## src/rtl/shift_seq_ctrl_pkg.sv

```systemverilog
`default_nettype none
// ============================================================================
//  Module      : shift_seq_ctrl_pkg
//  Description : Shared definitions for the shift-sequence controller.
//                Holds the shift-register mode encoding driven on sel, the
//                controller state enum, and a helper that maps a shift
//                direction onto its sel code.
//  Revision    : 1.0 - initial release
// ============================================================================
package shift_seq_ctrl_pkg;

    // Shift-register mode encoding on sel
    localparam logic [1:0] SEL_HOLD = 2'd0;
    localparam logic [1:0] SEL_SHR  = 2'd1;
    localparam logic [1:0] SEL_SHL  = 2'd2;
    localparam logic [1:0] SEL_LOAD = 2'd3;

    typedef enum logic [1:0] {
        ST_IDLE    = 2'd0,
        ST_LOAD    = 2'd1,
        ST_SHIFT   = 2'd2,
        ST_CAPTURE = 2'd3
    } state_t;

    // dir = 0 shifts right, dir = 1 shifts left
    function automatic logic [1:0] shift_sel(input logic dir);
        return dir ? SEL_SHL : SEL_SHR;
    endfunction

endpackage : shift_seq_ctrl_pkg
`default_nettype wire

```

## src/rtl/shift_seq_ctrl.sv

```systemverilog
`default_nettype none
// ============================================================================
//  Module      : shift_seq_ctrl
//  Description : Command-driven sequencer for an external 4-bit universal
//                shift register. A command is loaded in parallel, shifted
//                count times in the chosen direction with a fill bit, then
//                the register contents are captured and reported.
//
//  Ports
//    clk            system clock, rising edge
//    clr            asynchronous active-low reset
//    cmd_valid      command offered
//    cmd_ready      controller idle and able to accept
//    cmd_data       parallel word to load
//    cmd_dir        0 = shift right, 1 = shift left
//    cmd_count      number of shift cycles (0 allowed)
//    cmd_fill       serial bit injected on every shift
//    abort          cancels a command in LOAD or SHIFT
//    sel            shift-register mode (hold / shr / shl / load)
//    par_out        parallel word to the shift register
//    serialright    serial input used on right shifts
//    serialleft     serial input used on left shifts
//    q              shift-register contents
//    result         q captured at the end of the command
//    result_valid   one-cycle pulse qualifying result
//    busy           high whenever not idle
//
//  Revision    : 1.0 - initial release
// ============================================================================
module shift_seq_ctrl
    import shift_seq_ctrl_pkg::*;
#(
    parameter int CNT_W = 3
) (
    input  logic             clk,
    input  logic             clr,
    input  logic             cmd_valid,
    output logic             cmd_ready,
    input  logic [3:0]       cmd_data,
    input  logic             cmd_dir,
    input  logic [CNT_W-1:0] cmd_count,
    input  logic             cmd_fill,
    input  logic             abort,
    output logic [1:0]       sel,
    output logic [3:0]       par_out,
    output logic             serialright,
    output logic             serialleft,
    input  logic [3:0]       q,
    output logic [3:0]       result,
    output logic             result_valid,
    output logic             busy
);

    localparam logic [CNT_W-1:0] CNT_ONE = CNT_W'(1);

    state_t           state;
    logic             dir_lat;
    logic             fill_lat;
    logic [CNT_W-1:0] count_lat;
    // Counts remaining shifts; the last shift is issued while it reads 1,
    // so it never decrements past 1 and a full-scale count cannot wrap.
    logic [CNT_W-1:0] shift_cnt;

    // All outputs are registered and updated together with the state, so
    // each output always describes the state the controller is in now.
    always_ff @(posedge clk or negedge clr) begin
        if (!clr) begin
            state        <= ST_IDLE;
            dir_lat      <= 1'b0;
            fill_lat     <= 1'b0;
            count_lat    <= '0;
            shift_cnt    <= '0;
            sel          <= SEL_HOLD;
            par_out      <= 4'd0;
            serialright  <= 1'b0;
            serialleft   <= 1'b0;
            result       <= 4'd0;
            result_valid <= 1'b0;
            busy         <= 1'b0;
            // Held low through reset; rises on the first clock afterwards.
            cmd_ready    <= 1'b0;
        end else begin
            result_valid <= 1'b0;
            case (state)
                ST_IDLE: begin
                    sel         <= SEL_HOLD;
                    serialright <= 1'b0;
                    serialleft  <= 1'b0;
                    if (cmd_valid && cmd_ready) begin
                        dir_lat   <= cmd_dir;
                        fill_lat  <= cmd_fill;
                        count_lat <= cmd_count;
                        par_out   <= cmd_data;
                        sel       <= SEL_LOAD;
                        state     <= ST_LOAD;
                        busy      <= 1'b1;
                        cmd_ready <= 1'b0;
                    end else begin
                        busy      <= 1'b0;
                        cmd_ready <= 1'b1;
                    end
                end

                ST_LOAD: begin
                    if (abort) begin
                        state     <= ST_IDLE;
                        sel       <= SEL_HOLD;
                        busy      <= 1'b0;
                        cmd_ready <= 1'b1;
                    end else if (count_lat != '0) begin
                        state       <= ST_SHIFT;
                        shift_cnt   <= count_lat;
                        sel         <= shift_sel(dir_lat);
                        serialright <= ~dir_lat & fill_lat;
                        serialleft  <= dir_lat & fill_lat;
                    end else begin
                        state <= ST_CAPTURE;
                        sel   <= SEL_HOLD;
                    end
                end

                ST_SHIFT: begin
                    if (abort) begin
                        state       <= ST_IDLE;
                        sel         <= SEL_HOLD;
                        serialright <= 1'b0;
                        serialleft  <= 1'b0;
                        busy        <= 1'b0;
                        cmd_ready   <= 1'b1;
                    end else if (shift_cnt == CNT_ONE) begin
                        state       <= ST_CAPTURE;
                        sel         <= SEL_HOLD;
                        serialright <= 1'b0;
                        serialleft  <= 1'b0;
                    end else begin
                        shift_cnt <= shift_cnt - CNT_ONE;
                    end
                end

                ST_CAPTURE: begin
                    // The register holds during this cycle, so q already
                    // reflects the final shift.
                    result       <= q;
                    result_valid <= 1'b1;
                    state        <= ST_IDLE;
                    busy         <= 1'b0;
                    cmd_ready    <= 1'b1;
                end

                default: begin
                    state       <= ST_IDLE;
                    sel         <= SEL_HOLD;
                    serialright <= 1'b0;
                    serialleft  <= 1'b0;
                    busy        <= 1'b0;
                    cmd_ready   <= 1'b1;
                end
            endcase
        end
    end

endmodule : shift_seq_ctrl
`default_nettype wire

```

## config.mk

```make
export PLATFORM = sky130hd
export DESIGN_NAME = shift_seq_ctrl
export DESIGN_NICKNAME = d
export VERILOG_FILES = /design/src/rtl/shift_seq_ctrl_pkg.sv /design/src/rtl/shift_seq_ctrl.sv
export SDC_FILE = /design/constraint.sdc
export NUM_CORES = 1
export LEC_CHECK = 0
export CAP_MARGIN = 20
export CORE_ASPECT_RATIO = 0.9
export CORE_MARGIN = 2
export CORE_UTILIZATION = 43
export DETAILED_ROUTE_END_ITERATION = 10
export PLACE_DENSITY = 0.73
export SYNTH_ARGS = -nofsm -noshare
export SYNTH_HDL_FRONTEND = slang
export SYNTH_SLANG_ARGS = --single-unit
```

## constraint.sdc

```tcl
create_clock -name clk -period 1.7 [get_ports clk]
set_clock_uncertainty 0.1 [all_clocks]
set_input_delay 0.34 -clock clk [delete_from_list [all_inputs] [get_ports clk]]
set_output_delay 0.34 -clock clk [all_outputs]
set_load 0.01 [all_outputs]
```

==> results.txt, run 1 <==
* Status: finished clean
- Number of setup violations in the final report: 0
- Combinational cells account for a little over half of the total power.
- Area of the core: 2730 um2
- In the final layout, the share of cells above drive strength 1 is 30.0%.
- Period utilization: 96.9%
- The biggest area contributor in the post-synthesis netlist is dfrtp_1.
- Setup ws final: 0.0521 ns
* Final net count: 175
- Row generation in the floorplan step produced 18 rows.
- Total internal power: 0.00178 W
* Post-synthesis sequential area ratio: 51.0%
- Setup repair after global routing could not meet its margin everywhere.
* Clock tree from TritonCTS: yes
- Setup CP Type: register to register
- In this run, flip-flops and latches consume 36.1% of the power.
- Top area cells in the synthesized netlist: dfrtp_1 51%, mux2_2 12%, ha_1 7.1%, inv_1 2.4%, mux2_4 2.4%
* Max Clk Rate: 0.607 GHz
- Category of the worst setup path launch point: register
- The clock passes through at most 2 buffers.
- The number of pins exceeding their max-slew limit in the final report was 0.
* Initial antenna violation count: 0
- Maximum fanout along the worst path: 5
- Switching Power: 0.00104 W
- Class of the worst hold path: input pin to asynchronous set/reset pin
- Count of buffers inserted at the top-level ports: 31
- For this run the aggregate overflow at the end of global routing stands at 0.
* Remaining max-slew budget at the tightest pin: 71.5%
- Number of CTS-inserted buffers: 3
* P_leak: 0.848 nW
- The root buffer cell chosen for the clock tree is clkbuf_4.
- Arr. time, crit path: 1.78 ns
- 32 I/O pins were placed.
- Entering global routing, the biggest net connects 26 pins.
- Starting utilization of the core area: roughly 45%
- Number of sinks driven by the clock tree: 25
* Syn Std Cell Area: 1230 um2
- The share of total power dissipated in the clock network is 10.4%.
* Nets in the synthesized netlist: ~130
- Counting flops with an async set or reset pin after synthesis yields a share of 100%.
- The final layout contains routed wiring with a total length of approximately 2.6 mm.
- After clock tree synthesis, the flow added hold-fix buffers numbering 0.
- Total power per unit cell area: roughly 1600 nW/um2
* Number of different library cells in the post-synthesis netlist: 33
* Sw Share: 37.0%
* CP endpoint kind: register
- Post-Synthesis Cells: 102
* Final antenna diode count: 0
- Most used flip-flop cell after synthesis: dfrtp_1
- Yosys warnings: 0
- Minimum clock period after layout: ~1.6 ns
* Antenna-violating nets left: 0
* Maximum vdd drop: 0.000936 V
* Vias after detailed routing: 958
- Number of synthesized flops with an enable pin: 0
- Max-capacitance violation count: 0
* Synthesized area divided by synthesized cell count: 12.0 um2
* DR iter-0 viols: 11
- The die is 54.7 um tall.
- After clock tree synthesis, the clock-pin slew on the worst setup and hold paths is 0.15 ns.
* Placed wire-length estimate: 1.91 mm
- Of the post-synthesis cell area, the dominant cell type holds 51.0%.
* Width of the die: a little over 60 um
- After detailed routing, the number of remaining DRC violations is 0.
- Layout overhead on the synthesized area: 41.9%
- After detailed routing, the average wire length per cell comes to 13.9 um.
- Global routing used 18.4% of the available tracks across all layers.
- At the worst endpoint, the required time is 1.83 ns.
- The final-report hold violation count came to 0.
- Worst setup slack before clock tree synthesis: -0.0899 ns
- The synthesized design contains 25 register bits.
- Number of iterations in the first detailed-routing pass: 4
- At the end of routability-driven placement, the weighted congestion stood at 0.834.
* Number of global-route vias before repair: 981
- Number of H-tree levels: 1
- Worst Max-Slew Pin Slew: 0.425 ns
- Clock latency at the later pin of the worst-skew pair: 0.33 ns
* Routed vias/inst: 5.04
* Total power consumption of the routed design: between 0.002 and 0.003 W
- The first global-routing pass estimated about 4.5 mm of wire.
- Die Outline Area: 3300 um2
==> per-layer routing <==
metal,vias to the layer above,GRT usage (%),part of all wire (%)
li1,453,-,-
met1,476,21.8,44
met5,-,0,0
met2,24,33.0,50
met4,0,3.33,0.64
met3,5,6.15,5.5
==> path summary, 6_finish.rpt <==
check                         start         end  slack [ns]  depth (start not counted)
max in group asynchronous       clr   result[3]        1.01                          2
max reg2reg                state[0]  serialleft        0.05                          6
max                        state[0]  serialleft        0.05                          6
min                             clr    state[0]        0.24                          2
min in group clk               busy        busy        0.40                          2
min reg2reg                    busy        busy        0.40                          2
==> synth_stat cells (all sizes together) (2+ instances only) <==
cell type  count
a21oi          3
dfrtp         25
ha             7
inv            8
mux2          15
mux2i          2
nand2          7
nand2b         2
nand3          3
nor2           7
nor2b          2
o21a           2
o21ai          5
==> power by group through the flow <==
stage / clock (W) / sequential (W) / combinational, W
finish: 0.000295 / 0.00102 / 0.00151
global placement: 0 / 0.00103 / 0.00145
global route: 0.000331 / 0.00105 / 0.00166
floorplan: 0 / 0.00108 / 0.000798
detailed placement: 0 / 0.00104 / 0.00149
CTS: 0.000306 / 0.00102 / 0.00148
==> critical path: stages (launching register included) <==
cell	delay, ns
dfrtp_1	0.46
inv_2	0.09
ha_2	0.21
nor2b_4	0.22
a21oi_4	0.08
nand2_2	0.09
mux2_4	0.30
==> cell families after synthesis <==
family	count (synthesis)	share of synthesized area [%]
buffers and inverters	8	2.45
adder cells (fa/ha/maj)	7	7.14
flip-flops	25	51.0
AND/OR/NAND/NOR	26	11.1
AO/OA/AOI/OAI	19	12.3
multiplexers	17	16.0
==> flip-flops by register name (all words and copies together), names as in the netlist <==
name and count:
serialleft 1, count_lat 3, sel 2, serialright 1
dir_lat 1, par_out 4, shift_cnt 3, busy 1
result 4, state 2, fill_lat 1, cmd_ready 1
result_valid 1
==> final cells by class <==
class,count,area [um2]
timing repair buffer,44,417
tap,40,50.0
inverter,8,30.0
fill,228,983
multi-input combinational,69,588
sequential,25,626
clock inverter,1,8.76
clock buffer,3,22.5
==> layout by cell type, fill, tap and decap left out, types with 2 or more instances in the layout <==
master,instances
o21a_1,2
mux2_4,2
inv_1,7
mux2i_1,2
clkdlybuf4s50_1,16
o21ai_2,3
dlymetal6s2s_1,4
dfrtp_1,25
clkbuf_4,3
nand3_1,3
ha_1,4
o21ai_0,2
buf_4,12
nand2b_1,2
mux2_2,13
dlygate4sd2_1,11
ha_2,3
nand2_1,6
nor2_1,7
==> through the flow <==
step / setup TNS [ns] / cell area (um2) / instances / utilization, % / hold WS (ns)
6_report: 0 / 1740 / 190 / 63.9 / 0.239
5_1_grt: -0.0116 / 1740 / 190 / 63.9 / 0.261
4_1_cts: 0 / 1710 / 189 / 62.7 / 0.249
3_5_place_dp: -0.397 / 1670 / 182 / 61.2 / 0.377
3_3_place_gp: -0.266 / 1670 / 182 / 61.2 / 0.362
2_1_floorplan: 0 / 1230 / 102 / - / -0.0556
==> what timing repair did <==
item | CTS | global route
endpoints found under the setup margin | 15 | 11
buffers inserted | 3 | 1
resized for setup | 12 | 10
(Power assumes the default switching activity.)
==> run 2, diff against run 1 <==
--- a/config.mk
+++ b/config.mk
@@ -8,9 +8,10 @@
 export CAP_MARGIN = 20
 export CORE_ASPECT_RATIO = 0.9
 export CORE_MARGIN = 2
-export CORE_UTILIZATION = 43
+export CORE_UTILIZATION = 45
+export CTS_BUF_LIST = sky130_fd_sc_hd__clkbuf_2 sky130_fd_sc_hd__clkbuf_4 sky130_fd_sc_hd__clkbuf_8
 export DETAILED_ROUTE_END_ITERATION = 10
-export PLACE_DENSITY = 0.73
+export PLACE_DENSITY = 0.76
 export SYNTH_ARGS = -nofsm -noshare
 export SYNTH_HDL_FRONTEND = slang
 export SYNTH_SLANG_ARGS = --single-unit
==> run 2 against run 1 <==
Compared with the run above:
- global-route usage shrank 0.50 points
- total power shrank 2.3%
- core utilization grew 4.3 points
- non-clock buffer count is the same
- via count shrank 1.0%
- register-to-register slack is essentially flat
- clock-buffer cell count is the same
- sequential cell count is the same
- sequential power is essentially flat
- critical path type is now register to output port
- first-iteration DRC count grew 18%
- cell count shrank 6.3%
- largest cell class unchanged
- fmax shrank 1.2%
==> results.txt, run 2 (same netlist as run 1, synthesis figures left out) <==
- Slowest Stage Delay on Critical Path: 0.54 ns (was 0.46 ns)
* Clock tree from TritonCTS: yes (unchanged)
* Commonest non-fill, non-tap cells in the layout: 25 x dfrtp_1, 18 x clkdlybuf4s50_1, 13 x mux2_2, 13 x buf_4, 11 x dlymetal6s2s_1 (was 25 x dfrtp_1, 16 x clkdlybuf4s50_1, 13 x mux2_2, 12 x buf_4, 11 x dlygate4sd2_1)
* Max-capacitance violation count: 0 (unchanged)
- The class of the tightest hold or removal check is input pin to asynchronous set/reset pin (unchanged).
- The first-pass detailed-route iteration total is 4 (unchanged).
- Worst Max-Slew Pin Slew: 0.354 ns (was 0.425 ns)
* Starting utilization of the core area: 48.5% (was 45.0%)
* Die Outline Area: 3160 um2 (was 3300 um2)
* Multi-input gate area: 574 um2 (was 588 um2)
- The required time at the worst-slack endpoint came to 1.26 ns (was 1.83 ns).
- Largest delay contributor family on the critical path: buffers and inverters (was flip-flops)
- Routed vias/inst: 5.33 (was 5.04)
- The sum of internal, switching and leakage power is 0.00275 W (was 0.00282 W).
- Antenna-violating nets left: 0 (unchanged)
- Max Clk Rate: 0.599 GHz (was 0.607 GHz)
* DR DRC count: 0 (unchanged)
- Largest registers: par_out x4, result x4 (unchanged)
- Gr ovfl total: 0 (unchanged)
* Arr. time, crit path: 1.23 ns (was 1.78 ns)
- Share of post-route cells with drive strength above 1: 26.7% (was 30.0%)
- Initial antenna violation count: 0 (unchanged)
- The final core area utilization came to 68.2% (was 63.9%).
- RSZ-0062 raised after global routing: yes (unchanged).
- The net count reported at finish is 175 (unchanged).
- The final weighted congestion of routability-driven global placement was 0.815 (was 0.834).
- The clock root buffer master was clkbuf_4 (unchanged).
- Count of buffers inserted at the top-level ports: 31 (unchanged)
- Total count of hold-check failures in the final report: 0 (unchanged)
- The clock net sink count was 25 (unchanged).
* WL/cell: 13.9 um (about the same)
* Maximum vdd drop: 0.000834 V (was 0.000936 V)
- CP endpoint kind: output port (was register)
- The number of standard-cell rows in the floorplan was 17 (was 18).
- Die outline height: 53.5 um (was 54.7 um)
- Number of CTS-inserted buffers: 3 (unchanged)
* Hold buffer count at cts: 0 (unchanged)
* Crit path cell chain: clkdlybuf4s50_1 (was inv_2, ha_2, nor2b_4, a21oi_4, nand2_2, mux2_4)
- Number of setup violations in the final report: 0 (unchanged)
- Area taken by flip-flops and latches: 626 um2 (unchanged)
- The starting DRC count in detailed routing was 13 (was 11).
- The chip width is 59.1 um (was 60.3 um).
* Setup CP Type: register to output port (was register to register)
- The number of antenna diodes came to 0 (unchanged).
- The leakage power figure is 0.895 nW (was 0.848 nW).
- The ratio of total power to cell area was 1600 nW/um2 (was 1620 nW/um2).
* Status: finished clean (unchanged)
- Vias after detailed routing: 948 (was 958)
* Maximum root-to-sink buffer count: 2 (unchanged)
* Total routing usage reported by global routing: 17.9% (was 18.4%)
- Number of H-tree levels: 1 (unchanged)
- The buffers plus inverters on the worst setup path is 1 (unchanged).
- The cell with the largest stage delay on the worst path was clkdlybuf4s50_1 (was dfrtp_1).
- The area growth from synthesis to final layout came to 40.6% (was 41.9%).
- The via count of the first global-routing pass was 986 (was 981).
- The sort of element at the start of the critical path is a register (unchanged).
- Setup ws final: 0.0316 ns (was 0.0521 ns)
* Worst-path clk slew: 0.13 ns (was 0.15 ns)
- The final cycle utilization of the critical path is 98.1% (was 96.9%).
- Number of inserted filler cells in the final layout: 190 (was 228)
- Most frequent standard cell in the layout excluding fill and tap cells: dfrtp_1 (unchanged)
* Remaining max-slew budget at the tightest pin: 76.2% (was 71.5%)
- Minimum clock period after layout: 1.67 ns (was 1.65 ns)
- Clock latency at the later pin of the worst-skew pair: 0.32 ns (was 0.33 ns)
- The total detailed-routing wirelength was 2.47 mm (was 2.64 mm).
* Maximum fanout along the worst path: 2 (was 5)
- Boundary pin count: 32 (unchanged)
* First-pass GRT wire length: 4.22 mm (was 4.45 mm)
* Largest net degree at the start of global routing: 26 (unchanged)
- Placed wire-length estimate: 1.91 mm (about the same)
- The standard cell core area came to 2530 um2 (was 2730 um2).
- Max-slew violation count: 0 (unchanged)
- Worst setup slack before clock tree synthesis: -0.0786 ns (was -0.0899 ns)
==> run 2: metrics by stage <==
step / area, um2 / hold slack [ns] / cells / setup TNS [ns]
after detailed placement: 1640 / 0.370 / 170 / -0.381
after floorplan: 1230 / -0.0556 / 102 / 0
after global placement: 1640 / 0.365 / 170 / -0.201
after global routing: 1730 / 0.285 / 178 / -0.0759
final: 1730 / 0.262 / 178 / 0
after CTS: 1680 / 0.258 / 176 / 0
==> run 2: final cells by class <==
class,count,area share [%]
Inverter,8,1.74
Sequential cell,25,36.3
Multi-Input combinational cell,69,33.3
Clock inverter,1,0.290
Clock buffer,3,1.31
Tap cell,28,2.03
Timing Repair Buffer,44,25.1
==> run 2: repair_timing <==
action | in CTS | in global routing
setup endpoints to repair | 4 | 20
setup buffers | 2 | 2
gates cloned | 0 | 0
gates resized for setup | 2 | 13
==> run 2: report_power, final <==
group | leakage, nW | internal [W] | switching, W
logic | 0.577 | 0.000828 | 0.000651
clock network | 0.0177 | 0.0000881 | 0.000173
registers | 0.300 | 0.000858 | 0.000156
total | 0.895 | 0.00177 | 0.000980
==> run 2: metal layers <==
layer  track usage (%)  wire length [um]  vias up
met4              6.82                41        0
li1                  -                 -      453
met3              3.85                86        5
met2              30.4              1250       22
met5                 0                 0        -
met1              22.7              1090      468
==> run 2: final timing paths <==
| kind | from | endpoint | slack (ns) | cells past startpoint |
|---|---|---|---|---|
| max reg2reg | state[0] | shift_cnt[2] | 0.06 | 6 |
| min in group clk | busy | busy | 0.39 | 2 |
| max | sel[1] | sel[1] | 0.03 | 1 |
| max in group asynchronous | clr | state[0] | 0.99 | 2 |
| min | clr | sel[0] | 0.26 | 2 |
| min reg2reg | busy | busy | 0.39 | 2 |
